===== src/rtl/fir_coef_loader.sv =====
// ---------------------------------------------------------------------------
// fir_coef_loader
//   Sequences a serial FIR filter. It owns the FIR's weight-configuration port
//   and gates the FIR's sample input.
//   - A host load request makes it read WINLEN coefficients from an external
//     table that has a 1-cycle read latency.
//   - It waits for the FIR to go idle, then writes the coefficients into the
//     FIR weight RAM.
//   - Source samples reach the FIR only while a complete coefficient set is
//     loaded and no load is in progress.
//
// Ports
//   clk, rst            clock; asynchronous active-high reset
//   load_req/load_busy  host load handshake; load_base is sampled on accept
//   load_done           1-cycle pulse when a load completes
//   coef_valid          a complete coefficient set is present in the FIR
//   tbl_rd_*            coefficient table read port (data one cycle later)
//   src_*               upstream sample stream (valid/busy/data)
//   fir_din_*           FIR sample input; fir_din_busy low means the FIR is idle
//   cfg_*               FIR weight RAM write port
//   sample_cnt          samples forwarded since the last load_done (wraps)
// ---------------------------------------------------------------------------
module fir_coef_loader #(
    parameter int DWIDTH = 8,
    parameter int AWIDTH = 6,
    parameter int WINLEN = 64,
    parameter int TWIDTH = 8,
    parameter int CWIDTH = 16
) (
    input  logic              clk,
    input  logic              rst,
    input  logic              load_req,
    output logic              load_busy,
    input  logic [TWIDTH-1:0] load_base,
    output logic              load_done,
    output logic              coef_valid,
    output logic              tbl_rd_en,
    output logic [TWIDTH-1:0] tbl_rd_addr,
    input  logic [DWIDTH-1:0] tbl_rd_data,
    input  logic              src_valid,
    output logic              src_busy,
    input  logic [DWIDTH-1:0] src_data,
    output logic              fir_din_valid,
    input  logic              fir_din_busy,
    output logic [DWIDTH-1:0] fir_din_data,
    output logic              cfg_valid,
    output logic [AWIDTH-1:0] cfg_addr,
    output logic [DWIDTH-1:0] cfg_data,
    output logic [CWIDTH-1:0] sample_cnt
);

    typedef enum logic [2:0] {
        ST_EMPTY,   // no valid coefficient set, samples blocked
        ST_PASS,    // coefficients loaded, samples forwarded
        ST_WAIT,    // load accepted, waiting for the FIR to go idle
        ST_LOAD,    // issuing table reads
        ST_FIN      // last weight write in flight
    } state_t;

    localparam logic [AWIDTH-1:0] LAST_IDX = AWIDTH'(WINLEN - 1);

    state_t            st;
    logic [TWIDTH-1:0] base;
    logic [AWIDTH-1:0] cnt;
    logic              load_accept;
    logic              xfer;

    // Load requests are accepted only in EMPTY or PASS. load_busy is low in
    // exactly those states.
    assign load_accept = load_req && !load_busy;
    assign xfer        = src_valid && !src_busy;

    // The sample path is a combinational pass-through in PASS. Outside PASS
    // the source is stalled, so the FIR never sees a partial coefficient set.
    assign fir_din_valid = src_valid && (st == ST_PASS);
    assign src_busy      = (st != ST_PASS) || fir_din_busy;
    assign fir_din_data  = src_data;

    // Table data arrives one cycle after the read strobe. That is the same
    // cycle in which the registered cfg_valid/cfg_addr pair is presented, so
    // the data passes straight through.
    assign cfg_data = tbl_rd_data;

    // NOTE: every register below uses non-blocking assignments. Each branch
    // therefore sees the values from before the clock edge. The cfg pipeline
    // relies on this: it samples tbl_rd_en and cnt as they were during the read.
    always_ff @(posedge clk or posedge rst) begin
        if (rst) begin
            st          <= ST_EMPTY;
            base        <= '0;
            cnt         <= '0;
            load_busy   <= 1'b0;
            load_done   <= 1'b0;
            coef_valid  <= 1'b0;
            tbl_rd_en   <= 1'b0;
            tbl_rd_addr <= '0;
            cfg_valid   <= 1'b0;
            cfg_addr    <= '0;
            sample_cnt  <= '0;
        end else begin
            // load_done defaults low, so setting it in FIN makes a 1-cycle pulse.
            load_done <= 1'b0;

            // Weight writes trail the table reads by exactly one cycle.
            cfg_valid <= tbl_rd_en;
            cfg_addr  <= cnt;

            if (xfer) begin
                sample_cnt <= sample_cnt + 1'b1;
            end

            case (st)
                ST_EMPTY, ST_PASS: begin
                    if (load_accept) begin
                        st         <= ST_WAIT;
                        base       <= load_base;
                        cnt        <= '0;
                        load_busy  <= 1'b1;
                        coef_valid <= 1'b0;
                    end
                end

                ST_WAIT: begin
                    // A sample forwarded in the accept cycle may still be in
                    // the FIR. Its weights must not change until it drains.
                    if (!fir_din_busy) begin
                        st          <= ST_LOAD;
                        tbl_rd_en   <= 1'b1;
                        tbl_rd_addr <= base;
                    end
                end

                ST_LOAD: begin
                    cnt         <= cnt + 1'b1;
                    tbl_rd_addr <= tbl_rd_addr + 1'b1;  // wraps modulo 2**TWIDTH
                    if (cnt == LAST_IDX) begin
                        st        <= ST_FIN;
                        tbl_rd_en <= 1'b0;
                    end
                end

                ST_FIN: begin
                    st         <= ST_PASS;
                    load_done  <= 1'b1;
                    load_busy  <= 1'b0;
                    coef_valid <= 1'b1;
                    sample_cnt <= '0;
                end

                default: begin
                    st <= ST_EMPTY;
                end
            endcase
        end
    end

endmodule

===== config.mk =====
export PLATFORM = sky130hd
export DESIGN_NAME = fir_coef_loader
export DESIGN_NICKNAME = d
export VERILOG_FILES = /design/src/rtl/fir_coef_loader.sv
export SDC_FILE = /design/constraint.sdc
export NUM_CORES = 1
export LEC_CHECK = 0
export BUFFER_PORTS_ARGS = -buffer_cell sky130_fd_sc_hd__buf_4
export CAP_MARGIN = 10
export CORE_MARGIN = 3
export CORE_UTILIZATION = 45
export CTS_CLUSTER_SIZE = 30
export DETAILED_ROUTE_END_ITERATION = 16
export PLACE_DENSITY = 0.75
export SETUP_SLACK_MARGIN = 0.5
export SYNTH_ARGS = -nofsm -noshare
export SYNTH_HDL_FRONTEND = slang
export SYNTH_SLANG_ARGS = --single-unit
export TNS_END_PERCENT = 1

===== constraint.sdc =====
create_clock -name clk -period 1.75 [get_ports clk]
set_input_delay 0.35 -clock clk [delete_from_list [all_inputs] [get_ports clk]]
set_output_delay 0.35 -clock clk [all_outputs]
set_load 0.05 [all_outputs]

* Word level (Yosys, flattened, before mapping)
Index checks and enable logic that the tools add are counted.
Operators by class: mux-type cells 18, equal/unequal tests 9, reductions and logical operators 18, add/sub/neg operators 3
Operators with widths (count):
- $mux W16 | 2
- $add A16 B1 Y16 const B | 1
- $pmux W8 S2 | 1
- $pmux W3 S4 | 1
- $pmux W6 S2 | 1
- $mux W3 | 3
- $add A8 B1 Y8 const B | 1
- $mux W8 | 1
- $reduce_and A2 Y1 | 4
- $reduce_bool A2 Y1 | 4
- $add A6 B1 Y6 const B | 1
- $eq A3 B2 Y1 const B | 2
- $eq A6 B6 Y1 const B | 1
- $mux W6 | 1
- $ne A2 B2 Y1 const B | 3
- $pmux W1 S2 | 3
- $reduce_and A3 Y1 | 2
- $mux W1 | 5
- $eq A3 B1 Y1 const B | 1
- $eq A3 B3 Y1 const B | 1
- $logic_and A1 B1 Y1 | 3
- $logic_not A3 Y1 | 1
- $ne A3 B1 Y1 const B | 1
- $logic_not A1 Y1 | 2
- 2 further kinds | 2
Word-level totals: input bits 29, output and inout port bits 53, register bits 52

* Longest topological paths before layout
depth in word-level cells 6, depth in mapped cells 6, gate-level depth less buffers 5

* Worst setup path after synthesis
OpenSTA, ideal clock, no wires.
kind register to register, start register sample_cnt[2], end register sample_cnt[13], clock period less this slack 1981 ps, stages on the path, launching flop included 5, path slack -231 ps, setup time 77 ps, path buffers 0, data arrival time 1903 ps, path through dfrtp_1 -> or3b_1 -> or3_1 -> or4_1 -> a21oi_1
Between the ends: cells in the longest elaborated chain, start to end 3
Ends and longest elaborated chain:
- from (decl) | line 49 | output logic [CWIDTH-1:0] sample_cnt
- from (signal assigned) | line 109 | sample_cnt <= sample_cnt + 1'b1;
- $add A16 B1 Y16 | line 109
- $mux W16 | line 108 | if (xfer) begin
- $mux W16 | line 112 | case (st)
No other way between the ends. The select of a mux whose other input is x is not followed. A chain may end at the register's enable or synchronous reset.

* Worst setup path in the final report
start register st[2], end output src_busy
Between the ends: cells in the longest elaborated chain, start to end 2
Ends and longest elaborated chain:
- from (decl) | line 62 | state_t st;
- from (signal assigned) | line 89 | st <= ST_EMPTY;
- from (signal assigned) | line 115 | st <= ST_WAIT;
- from (signal assigned) | line 127 | st <= ST_LOAD;
- $ne A3 B1 Y1 | line 76 | assign src_busy = (st != ST_PASS) || fir_din_busy;
- $logic_or A1 B1 Y1 | line 76
- to (decl) | line 41 | output logic src_busy,
No other way between the ends.

==> results_dict.tcl <==
set metrics [dict create \
    power.total_mw 4.85 \
    hp-class "in2async" \
    wl_per_cell_um 15.3 \
    final_core_util_pct 66.1 \
    gp_congestion 0.829 \
    setup_violations 1 \
    numCtsBuffers 5 \
    endpoint_kind "primary output" \
    drive_above_1_share_pct 45.7 \
    multi_input_comb_area_mm2 0.00118 \
    cp.required_ns 1.40 \
    clk_path_buf_depth 2 \
    dr_total_vias 1996 \
    fin_area_mm2 0.00346 \
    synth_edf_count 0 \
    initialDrtViolationCount 70 \
    grt_usage_pct 18.7 \
    clock.fmax_ghz 0.569 \
    startpoint_type "flop" \
    die_area_mm2 0.00647 \
    final_nets 331 \
    regArea_mm2 0.00132 \
    grt_pass1_wl_um 9550 \
    viasPerCell 5.39 \
    synth_top_area_cell "dfrtp_1" \
    initial_utilization_pct 47.6 \
    core_mm2 0.00524 \
    setup_slack_ns -0.00598 \
    clkSinkCount 52 \
    status "finished with violations" \
    maxSlewHeadroom_pct 77.0 \
    cpPeakStageDelay_ns 0.41 \
    fp.dieH_um 80.4 \
    detailed_place_hpwl_um 3930 \
    arrival_ns 1.41 \
    netlist.area_leader.share_pct 52.2 \
    synthDistinctLibCells 43 \
    antenna_found_initial 0 \
    wl_um 5650 \
    crit_top_cell "buf_6" \
    areaGrowthSynthToFinish_pct 38.9 \
    ys_ff_latch 52 \
    min_period_ns 1.76 \
    ys_top_cells_by_area "dfrtp_1 (52%), buf_4 (4.8%), mux2_2 (3.6%), nand2_1 (3.5%), nor2_1 (3.2%)" \
    path_clk_slew_ns 0.10 \
    syn-num-nets 277 \
    first_pass_iters 4 \
    seq_area_frac_synth_pct 52.2 \
    cts_hold_buffers 0 \
    hold_viol 0 \
    synthArstFlopShare_pct 100 \
    synth.avg_cell_area_um2 10.2 \
    crit_chain "buf_6 -> nor4b_4 -> buf_4 -> inv_2 -> buf_6" \
    worst_slew_pin_slew_ns 0.344 \
    slew_violations 0 \
    cts_root_buffer "clkbuf_8" \
    clk_latency_ns 0.30 \
    fin_crit_sh_pct 100 \
    dieWidth_um 80.4 \
    path_class "reg2out" \
    rsz0062_at_grt "yes" \
    portBuffers 49 \
    synth_flop_cell "dfrtp_1" \
    cp_max_fo 5 \
    yosys_warnings 0 \
    drc 0 \
    crit_buf_inv 4 \
    setup-tns-final_ns -0.00598 \
    num_rows 26 \
    n_antenna_cell 0 \
    antenna_left 0 \
    placed_area_mm2 0.00294 \
    grt_overflow 0 \
    violations "negative setup slack" \
    peakVddDrop_mv 1.04 \
    cts_tree "yes" \
    synth_area_mm2 0.00249 \
    io_pins 82 \
    fillers 419 \
    grt_pass1_vias 2001 \
    synthCells 245 \
    power_density_mw_per_mm2 1400 \
    skew_ns 0.0130 \
    htreeDepth 2 \
    slowest_stage "dfrtp_1" \
    whs_ns 0.00383 \
    path_delay_family "buffers and inverters" \
    grt_max_degree 23 \
    leakagePower_nw 1.56 \
    maxCapViolations 0 \
]
[layout by cell type (no fill, tap or decap), drive strengths merged, types with 5 or more instances in the layout]
master,netlist,layout
nand3,12,12
clkbuf,4,8
nand2,23,23
nand4,6,6
nor2,21,21
buf,21,72
and3,5,5
dfrtp,52,52
o21ai,14,14
inv,11,11
mux2,8,8
nor3,6,6
xor2,6,6
a21oi,9,9
[synthesized netlist by cell type (2+ instances only)]
library cell and count:
xnor2_1 4, and3b_1 2, inv_1 11, mux2_2 8, o21ai_0 14, xor2_1 6, nand2_1 23, nor2b_1 2
or4_1 3, buf_2 4, nand3b_1 2, nand4_1 6, o31ai_1 2, nor2_1 21, mux2i_1 4, nand3_1 12
ha_1 3, clkbuf_1 4, o22ai_1 3, dfrtp_1 52, or3_1 3, nor3_1 6, and4_1 2, a21oi_1 9
and3_1 5, o211ai_1 2, buf_4 16
[worst paths after layout]
kind,slack [ns],cells past startpoint,from,endpoint
min,0.004,2,rst,st[0]
min reg2reg,0.46,0,cnt[3],cfg_addr[3]
min in group clk,0.28,2,load_base[3],base[3]
max reg2reg,0.01,4,st[2],sample_cnt[13]
max in group asynchronous,1.11,3,rst,tbl_rd_addr[1]
max,-0.006,5,st[2],src_busy
[kinds of logic (layout without fill, tap and decap cells)]
logic type	count (synthesis)	in the layout	synth area share, %
xor+xnor	10	10	3.51
buf+inv	36	91	8.03
flops	52	52	52.2
mux	12	12	5.22
compound gates	39	39	9.59
fa+ha+maj	3	3	1.51
simple gates	93	93	19.9
[routing by layer]
layer / vias to the layer above / track usage, % / wire length, um
met2: 48 / 32.5 / 2920
met4: 0 / 4.90 / 59
met3: 11 / 4.26 / 242
li1: 957 / - / -
met5: - / 0 / 0
met1: 980 / 23.4 / 2430
[power by group]
| part | total, mW | internal [mW] | switching, mW |
|---|---|---|---|
| combinational | 2.17 | 0.919 | 1.25 |
| clock | 0.708 | 0.324 | 0.384 |
| sequential | 1.98 | 1.57 | 0.402 |
[what timing repair did]
item / 4_1_cts / 5_1_grt
pin swaps: 33 / 27
gates resized for setup: 94 / 27
cloned: 0 / 0
setup buffers: 3 / 1
setup endpoints to repair: 70 / 73
[sequential cells by signal, summed over array words and instances, names as in the netlist]
signal and count:
sample_cnt 16, base 8, tbl_rd_addr 8, cfg_addr 6
cnt 6, st 3, cfg_valid 1, coef_valid 1
load_busy 1, load_done 1, tbl_rd_en 1
[layout make-up]
cell class / count / share of cell area (%)
Sequential cell: 52 / 38.2
Clock buffer: 8 / 2.60
Inverter: 11 / 1.19
Tap cell: 70 / 2.53
Multi-Input combinational cell: 157 / 34.2
Timing Repair Buffer: 72 / 21.3
[through the flow]
step | std cells | setup slack [ns]
6_report | 370 | -0.00598
4_1_cts | 369 | -0.0203
5_1_grt | 370 | -0.0697
2_1_floorplan | 245 | -0.0882
3_3_place_gp | 358 | -0.00932
3_5_place_dp | 358 | -0.0482
[worst register-to-register path: cells and delay by family, from the launching register on]
family          cells  cell delay [ns]
flops               1             0.41
compound gates      1             0.14
simple gates        3             1.13
(Power assumes the default switching activity.)
